**src/rtl/dshot_decoder.sv**
```systemverilog
// DSHOT150 line receiver: pulse-width bit decode, CRC check, error counting.
// Define DSHOT_DECODER_BIDIR_EN for the inverted line and inverted CRC.
`timescale 1ns/1ps
module dshot_decoder #(
    parameter int CLK_FREQ_HZ = 72000000,
    parameter int BIT_RATE    = 150000
) (
    input  logic        i_clk,
    input  logic        i_rst_n,
    input  logic        i_dshot,
    output logic [15:0] o_frame,
    output logic [10:0] o_throttle,
    output logic        o_telem,
    output logic        o_valid,
    output logic        o_crc_err,
    output logic        o_frame_err,
    output logic [7:0]  o_err_count,
    output logic        o_busy
);
    localparam int BIT_CYC = CLK_FREQ_HZ / BIT_RATE;
    localparam logic [16:0] THRESH = 17'(BIT_CYC * 9 / 16);
    localparam logic [16:0] MIN_H  = 17'(BIT_CYC / 8);
    localparam logic [16:0] MAX_H  = 17'(BIT_CYC * 7 / 8);
    localparam logic [16:0] GAP    = 17'(2 * BIT_CYC);

`ifdef DSHOT_DECODER_BIDIR_EN
    localparam logic IDLE_LVL = 1'b1;
    localparam logic CRC_INV  = 1'b1;
`else
    localparam logic IDLE_LVL = 1'b0;
    localparam logic CRC_INV  = 1'b0;
`endif

    typedef enum logic [2:0] {
        S_ARM,
        S_IDLE,
        S_HIGH,
        S_LOW,
        S_CHECK
    } state_t;

    state_t      state, state_n;
    logic        sync1, sync2, prev;
    logic        act, rise;
    logic [15:0] cnt, cnt_n, cnt_inc;
    logic [16:0] len;
    logic [3:0]  idx, idx_n;
    logic [15:0] shreg, shreg_n;
    logic [15:0] frame_n;
    logic        valid_n, crc_err_n, ferr, busy_n;
    logic [11:0] v;
    logic [3:0]  crc_exp;
    logic        crc_ok;

    always_ff @(posedge i_clk or negedge i_rst_n) begin
        if (!i_rst_n) begin
            sync1 <= IDLE_LVL;
            sync2 <= IDLE_LVL;
            prev  <= IDLE_LVL;
        end else begin
            sync1 <= i_dshot;
            sync2 <= sync1;
            prev  <= sync2;
        end
    end

    assign act  = sync2 ^ IDLE_LVL;
    assign rise = act & ~(prev ^ IDLE_LVL);

    // len counts the current cycle, so it equals the pulse length on its edge
    assign len     = {1'b0, cnt} + 17'd1;
    assign cnt_inc = (&cnt) ? cnt : cnt + 16'd1;

    assign v       = shreg[15:4];
    assign crc_exp = (v[3:0] ^ v[7:4] ^ v[11:8]) ^ {4{CRC_INV}};
    assign crc_ok  = (crc_exp == shreg[3:0]);

    always_comb begin
        state_n   = state;
        cnt_n     = cnt;
        idx_n     = idx;
        shreg_n   = shreg;
        frame_n   = o_frame;
        valid_n   = 1'b0;
        crc_err_n = 1'b0;
        ferr      = 1'b0;
        unique case (state)
            S_ARM: begin
                if (act) begin
                    cnt_n = '0;
                end else if (len >= GAP) begin
                    state_n = S_IDLE;
                    cnt_n   = '0;
                end else begin
                    cnt_n = cnt_inc;
                end
            end
            S_IDLE: begin
                if (rise) begin
                    state_n = S_HIGH;
                    cnt_n   = '0;
                    idx_n   = 4'd15;
                end
            end
            S_HIGH: begin
                if (act) begin
                    if (len >= MAX_H) ferr = 1'b1;
                    else cnt_n = cnt_inc;
                end else if (len < MIN_H || len > MAX_H) begin
                    ferr = 1'b1;
                end else begin
                    shreg_n = {shreg[14:0], len >= THRESH};
                    cnt_n   = '0;
                    state_n = (idx == 4'd0) ? S_CHECK : S_LOW;
                end
            end
            S_LOW: begin
                if (act) begin
                    state_n = S_HIGH;
                    cnt_n   = '0;
                    idx_n   = idx - 4'd1;
                end else if (len >= GAP) begin
                    ferr = 1'b1;
                end else begin
                    cnt_n = cnt_inc;
                end
            end
            S_CHECK: begin
                if (crc_ok) begin
                    frame_n = shreg;
                    valid_n = 1'b1;
                end else begin
                    crc_err_n = 1'b1;
                end
                state_n = S_IDLE;
            end
            default: state_n = S_ARM;
        endcase
        if (ferr) begin
            state_n = S_ARM;
            cnt_n   = '0;
            shreg_n = '0;
        end
        busy_n = (state_n == S_HIGH) || (state_n == S_LOW) ||
                 (state_n == S_CHECK);
    end

    always_ff @(posedge i_clk or negedge i_rst_n) begin
        if (!i_rst_n) begin
            state       <= S_ARM;
            cnt         <= '0;
            idx         <= '0;
            shreg       <= '0;
            o_frame     <= '0;
            o_valid     <= 1'b0;
            o_crc_err   <= 1'b0;
            o_frame_err <= 1'b0;
            o_err_count <= '0;
            o_busy      <= 1'b0;
        end else begin
            state       <= state_n;
            cnt         <= cnt_n;
            idx         <= idx_n;
            shreg       <= shreg_n;
            o_frame     <= frame_n;
            o_valid     <= valid_n;
            o_crc_err   <= crc_err_n;
            o_frame_err <= ferr;
            o_busy      <= busy_n;
            if ((ferr || crc_err_n) && o_err_count != 8'hFF)
                o_err_count <= o_err_count + 8'd1;
        end
    end

    assign o_throttle = o_frame[15:5];
    assign o_telem    = o_frame[4];

endmodule

```
**config.mk**
```make
export PLATFORM = sky130hd
export DESIGN_NAME = dshot_decoder
export DESIGN_NICKNAME = d
export VERILOG_FILES = /design/src/rtl/dshot_decoder.sv
export SDC_FILE = /design/constraint.sdc
export NUM_CORES = 1
export LEC_CHECK = 0
export CELL_PAD_IN_SITES_DETAIL_PLACEMENT = 2
export CELL_PAD_IN_SITES_GLOBAL_PLACEMENT = 2
export CORE_MARGIN = 3
export CORE_UTILIZATION = 32
export DETAILED_ROUTE_END_ITERATION = 7
export PLACE_DENSITY_LB_ADDON = 0.1
export SYNTH_ARGS = -nofsm -noshare
export SYNTH_HDL_FRONTEND = slang
export SYNTH_SLANG_ARGS = --single-unit
```
**constraint.sdc**
```tcl
create_clock -name i_clk -period 3.1 [get_ports i_clk]
set_input_delay 0.465 -clock i_clk [delete_from_list [all_inputs] [get_ports i_clk]]
set_output_delay 0.465 -clock i_clk [all_outputs]
set_load 0.01 [all_outputs]
```
Word-level counts from Yosys, hierarchy flattened
Cells that the tools add are included.

storage, ports and cells
  logic and storage cells = 95
  memories kept = 0
  RAM bits = 0
  latch bits = 0
  bits in read-only memories = 0
  register bits = 70

cells by class
  $mul = 0
  shifts and indexed selects = 0
  eq/ne operators = 17
  magnitude comparators = 5
  mux-type cells = 37
  add/sub/neg operators = 4
  divide/modulo/power cells = 0
  bitwise logic cells = 4
  reductions and logical operators = 15

operators by type and width
  cell                                                          number
  two-way mux 16 bit                                            14
  one-hot mux 16 bit (4 select lines)                           1
  >= comparator 17 x 9 -> 1 bit (second input constant)         2
  two-way mux 3 bit                                             8
  adder 16 x 1 -> 17 bit (second input constant)                1
  >= comparator 17 x 10 -> 1 bit (second input constant)        1
  > comparator 17 x 9 -> 1 bit (second input constant)          1
  less-than comparator 17 x 6 -> 1 bit (second input constant)  1
  adder 16 x 1 -> 16 bit (second input constant)                1
  AND reduction 16 bit                                          1
  one-hot mux 3 bit (5 select lines)                            1
  equality test 3 x 2 -> 1 bit (second input constant)          4
  != test 4 bit (second input constant)                         3
  two-way mux 1 bit                                             9
  adder 8 x 1 -> 8 bit (second input constant)                  1
  two-way mux 4 bit                                             2
  != test 8 bit (second input constant)                         1
  one-hot mux 4 bit (2 select lines)                            1
  XOR 4 bit                                                     2
  equality test 3 bit (second input constant)                   2
  != test 2 bit (second input constant)                         3
  AND reduction 3 bit                                           2
  AND reduction 5 bit                                           1
  nonzero test 5 bit                                            1
  other kinds (14)                                              18

Logic depth before layout (Yosys ltp)
  word-level depth = 10
  depth in mapped cells = 14
  gate-level depth less buffers = 12

Least setup slack after synthesis
OpenSTA, ideal clock, no wires.

  path type = reg2reg
  from = register cnt[0]
  to = register o_err_count[6]
  data arrival time = 3.134 ns
  data required time = 2.972 ns
  period minus slack after synthesis = 3.261 ns
  stages on the path, launching flop included = 14
  setup slack = -0.161 ns
  library setup time = 0.128 ns
  path through = dfrtp_1 -> ha_1 -> nand3_1 -> nor4_2 -> nand3_1 -> clkbuf_1 -> ha_1 -> nor3b_1 -> o2111ai_1 -> or4_4 -> o41ai_4 -> a211oi_4 -> o2111ai_1 -> mux2_1

between the ends
  longest elaborated chain between the ends = 8
  elaborated cells between the ends (all ways) = 14
  those cells by class = add/sub (1); order compare (4); mux (6); reduce/logical (3)

RTL lines
  what                                                                                         RTL line  RTL
  start, declared                                                                              45        logic [15:0] cnt, cnt_n, cnt_inc;
  start signal, assigned                                                                       162       cnt <= cnt_n;
  adder 16 x 1 -> 17 bit (*)                                                                   71        assign len = {1'b0, cnt} + 17'd1;
  less-than comparator 17 x 6 -> 1 bit / > comparator 17 x 9 -> 1 bit (equally long branches)  109       end else if (len < MIN_H || len > MAX_H) begin
  logical OR 1 bit                                                                             109
  two-way mux 1 bit                                                                            109
  two-way mux 1 bit                                                                            106       if (act) begin
  one-hot mux 1 bit (2 select lines) (*)                                                       87        unique case (state)
  logical OR 1 bit (*)                                                                         170       if ((ferr || crc_err_n) && o_err_count != 8'hFF)
  logical AND 1 bit (*)                                                                        170
  end signal, assigned                                                                         171       o_err_count <= o_err_count + 8'd1;
  end, declared                                                                                17        output logic [7:0] o_err_count,

Every way passes the cells marked *; elsewhere a longest branch is shown, timed or not.
A chain may end at the register's enable or synchronous reset.

Worst setup path in the final report
  from = register cnt[5]
  to = register state[0]

between the ends
  longest elaborated chain between the ends = 7
  elaborated cells between the ends (all ways) = 18
  those cells by class = add/sub (1); order compare (4); mux (12); reduce/logical (1)

RTL lines
  what                                                                                             RTL line  RTL
  adder 16 x 1 -> 17 bit (*)                                                                       71
  less-than comparator 17 x 6 -> 1 bit / > comparator 17 x 9 -> 1 bit (equally long branches)      109
  logical OR 1 bit                                                                                 109
  two-way mux 3 bit / two-way mux 1 bit (equally long branches)                                    109
  two-way mux 3 bit / two-way mux 1 bit (equally long branches)                                    106
  one-hot mux 3 bit (5 select lines) / one-hot mux 1 bit (2 select lines) (equally long branches)  87
  two-way mux 3 bit (*)                                                                            139       if (ferr) begin
  via state_n[0]                                                                                   42        state_t state, state_n;
  end signal, assigned                                                                             161       state <= state_n;
  end, declared                                                                                    42

Mark *: on every way through the listed nets, which the timed path passes. The rest lies on a longest branch.

==> qor.csv <==
metric,value,unit
final layout net count,511,
"EDFF count, synth",0,
Worst VDD drop,0.000308,V
Die W,117,um
Initial Utilization,33.6,%
Max clock buf depth,2,
H-tree lvl count,3,
drt drc,0,
"Slew Viols, Final",0,
Skew-Pair Late Insertion Delay,0.34,ns
number of synthesized register bits,70,
footprint of the multi-input gates,2060,sq um
Sw Pwr,0.453,mW
Logic pwr share,4.1,%
Clk pwr share,49.3,%
Placer Congestion,0.857,
first-pass GRT wire length,21.0,mm
post-place setup slack,-0.0334,ns
n_diodes,0,
Die Y-Extent,117,um
worst path required time,3.37,ns
GR Overflow Total,0,
Setup crit start kind,flop,
final wirelength,12.6,mm
drt wl/cell,19.3,um
buffers added on ports,42,
hold_buf cts,0,
Worst-path clk slew,0.06,ns
final worst path period need,3.00,ns
cts bufs inserted,9,
Max Clk Rate,334,MHz
Critical Path Sink Type,flop,
finished layout cell area,5130,sq um
ANT nets after route,0,
Storage cell area,1750,sq um
Tot Pwr,1.98,mW
# fillers,1308,
Worst EP arrival,3.27,ns
total leakage power,2.40,nW
Clock Skew,0.00463,ns
top_reg_cell synth,dfrtp_1,
I/O pin cnt,43,
max_cap viols,0,
sequential cell area fraction in the yosys report,44.5,%
DIE AREA,13700,sq um
Via Count,3513,
Final period util,96.7,%
drt pass-1 iters,4,
DP Area,4680,sq um
RSZ-0062 raised after global routing,true,
largest net degree at the start of global routing,71,
Setup Crit Path Kind,reg -> reg,
"Net Count, Synth",438,
Rel. slew slack,38.9,%
Final setup viols,0,
post-detail-place hpwl,8.67,mm
Synth cell types,62,
Int Pwr,1.53,mW
clk root buf,clkbuf_16,
Syn-to-layout area delta,30.3,%
Flop pwr share,46.7,%
yosys warns,0,
status,"finished, final reports clean",
Hold Fails Final Rpt,0,
CTS sink count,70,
Post-Syn Area,3940,sq um
synthesized instance count,431,
ys async rst share,100,%
vias in the first global route,3939,
CTS tree,done,
hold slack,0.233,ns
mean post-synth cell area,9.14,sq um
layout cells sized above 1,19.8,%
initial antenna violation count,0,
sw frac,22.8,%
worst-margin pin slew,0.916,ns
final worst slack,0.102,ns
PwrDens,387,nW/um^2
FP Rows,39,
Vias/cell,5.39,
Worst Hold Class,in -> async,
crit-path max FO,11,
Global Route Usage Sum,19.9,%
initial DRC count,109,
Core Region,11700,sq um
## area by class of cell
type	count	area share, %
Multi-Input combinational cell	322	40.2
Sequential cell	70	34.2
Clock inverter	5	0.659
Timing Repair Buffer	94	16.0
Tap cell	143	3.49
Clock buffer	11	4.93
Inverter	7	0.512
## final timing paths
| check | from | to | slack [ns] | cells past startpoint |
|---|---|---|---|---|
| max | cnt[5] | state[0] | 0.10 | 11 |
| min | i_rst_n | cnt[6] | 0.23 | 1 |
| max reg2reg | cnt[5] | state[0] | 0.10 | 11 |
| min reg2reg | sync1 | act | 0.37 | 0 |
| max in group asynchronous | i_rst_n | cnt[10] | 2.17 | 1 |
| min in group i_clk | sync1 | act | 0.37 | 0 |
## synthesized netlist by cell type (5+ instances only)
cell | count | area share (%)
nor3_1 | 10 | 1.3
nor2_1 | 43 | 4.1
clkbuf_1 | 16 | 1.5
o21ai_0 | 18 | 2.3
nor3b_1 | 6 | 1.1
a21oi_1 | 21 | 2.7
dfrtp_1 | 70 | 44
and3_1 | 5 | 0.79
xor2_1 | 5 | 1.1
buf_4 | 12 | 2.3
mux2i_1 | 18 | 4.6
and2_1 | 7 | 1.1
a31oi_1 | 8 | 1.3
nand2b_1 | 5 | 0.79
nand4_1 | 6 | 0.95
xnor2_1 | 18 | 4.0
nand3_1 | 15 | 1.9
nand2_1 | 68 | 6.5
## power groups by stage
stage	logic (mW)	registers, mW	clock network [mW]
global route	0.0911	0.925	1.05
global placement	0.0746	0.941	0
detailed placement	0.0776	0.941	0
floorplan	0.0301	0.940	0
finish	0.0813	0.925	0.977
CTS	0.0816	0.925	1.02
## critical path, cell delays in order (launching register included)
cell	delay, ns
dfrtp_1	0.40
buf_4	0.19
or3_4	0.40
a211oi_2	0.29
o2111ai_1	0.16
or4_4	0.46
buf_4	0.16
a211oi_4	0.27
buf_4	0.18
nand2_4	0.09
o21ai_1	0.16
and3b_1	0.18
## state kept, by name, indices dropped and copies added, names as in the netlist
name / count
act: 1
cnt: 16
idx: 4
o_busy: 1
o_crc_err: 1
o_err_count: 8
o_frame: 16
o_frame_err: 1
o_valid: 1
prev: 1
shreg: 16
state: 3
sync1: 1
## through the flow
step | utilization [%] | std cells | setup TNS (ns)
4_1_cts | 43.0 | 646 | 0
5_1_grt | 43.8 | 652 | -1.53
6_report | 43.8 | 652 | 0
3_5_place_dp | 40.0 | 626 | -0.109
2_1_floorplan | - | 431 | 0
3_3_place_gp | 40.0 | 626 | 0
## timing repair
item                                    4_1_cts  5_1_grt
setup buffers                                 2        6
gates cloned                                  2        0
resized for setup                             8       11
endpoints found under the setup margin       21       32
pin swaps                                     1        4
## routing by layer
metal	up-vias	GRT usage (%)	part of all wire, %
li1	1641	-	-
met1	1804	26.5	47
met2	57	32.3	48
met3	11	4.37	3.3
met4	0	6.50	1.4
met5	-	0	0
## kinds of logic (layout without fill, tap and decap cells)
group                      Yosys count  in the layout  share of synthesized area, %
and+or+nand+nor                    187            189                          23.3
buffers and inverters               41            117                          5.37
adders and majority gates            4              4                          1.27
AOI/OAI and AO/OA                   83             83                          14.5
muxes                               23             23                          6.01
DFF                                 70             70                          44.5
xor gates and xnor gates            23             23                          5.12
## cell usage in the layout (no fill, tap or decap), types with 4 or more instances in the layout
master,count
nand2_1,68
dfrtp_1,68
buf_4,51
nor2_1,43
clkdlybuf4s50_1,41
a21oi_1,21
xnor2_1,18
o21ai_0,18
mux2i_1,16
nand3_1,13
clkbuf_16,9
nor3_1,8
a31oi_1,8
and2_1,7
nand4_1,6
and3_1,5
nor3b_1,5
nand2b_1,5
xor2_1,5
inv_1,4
o21ai_1,4
mux2_1,4
No activity file was read; power rests on OpenSTA's default activity.
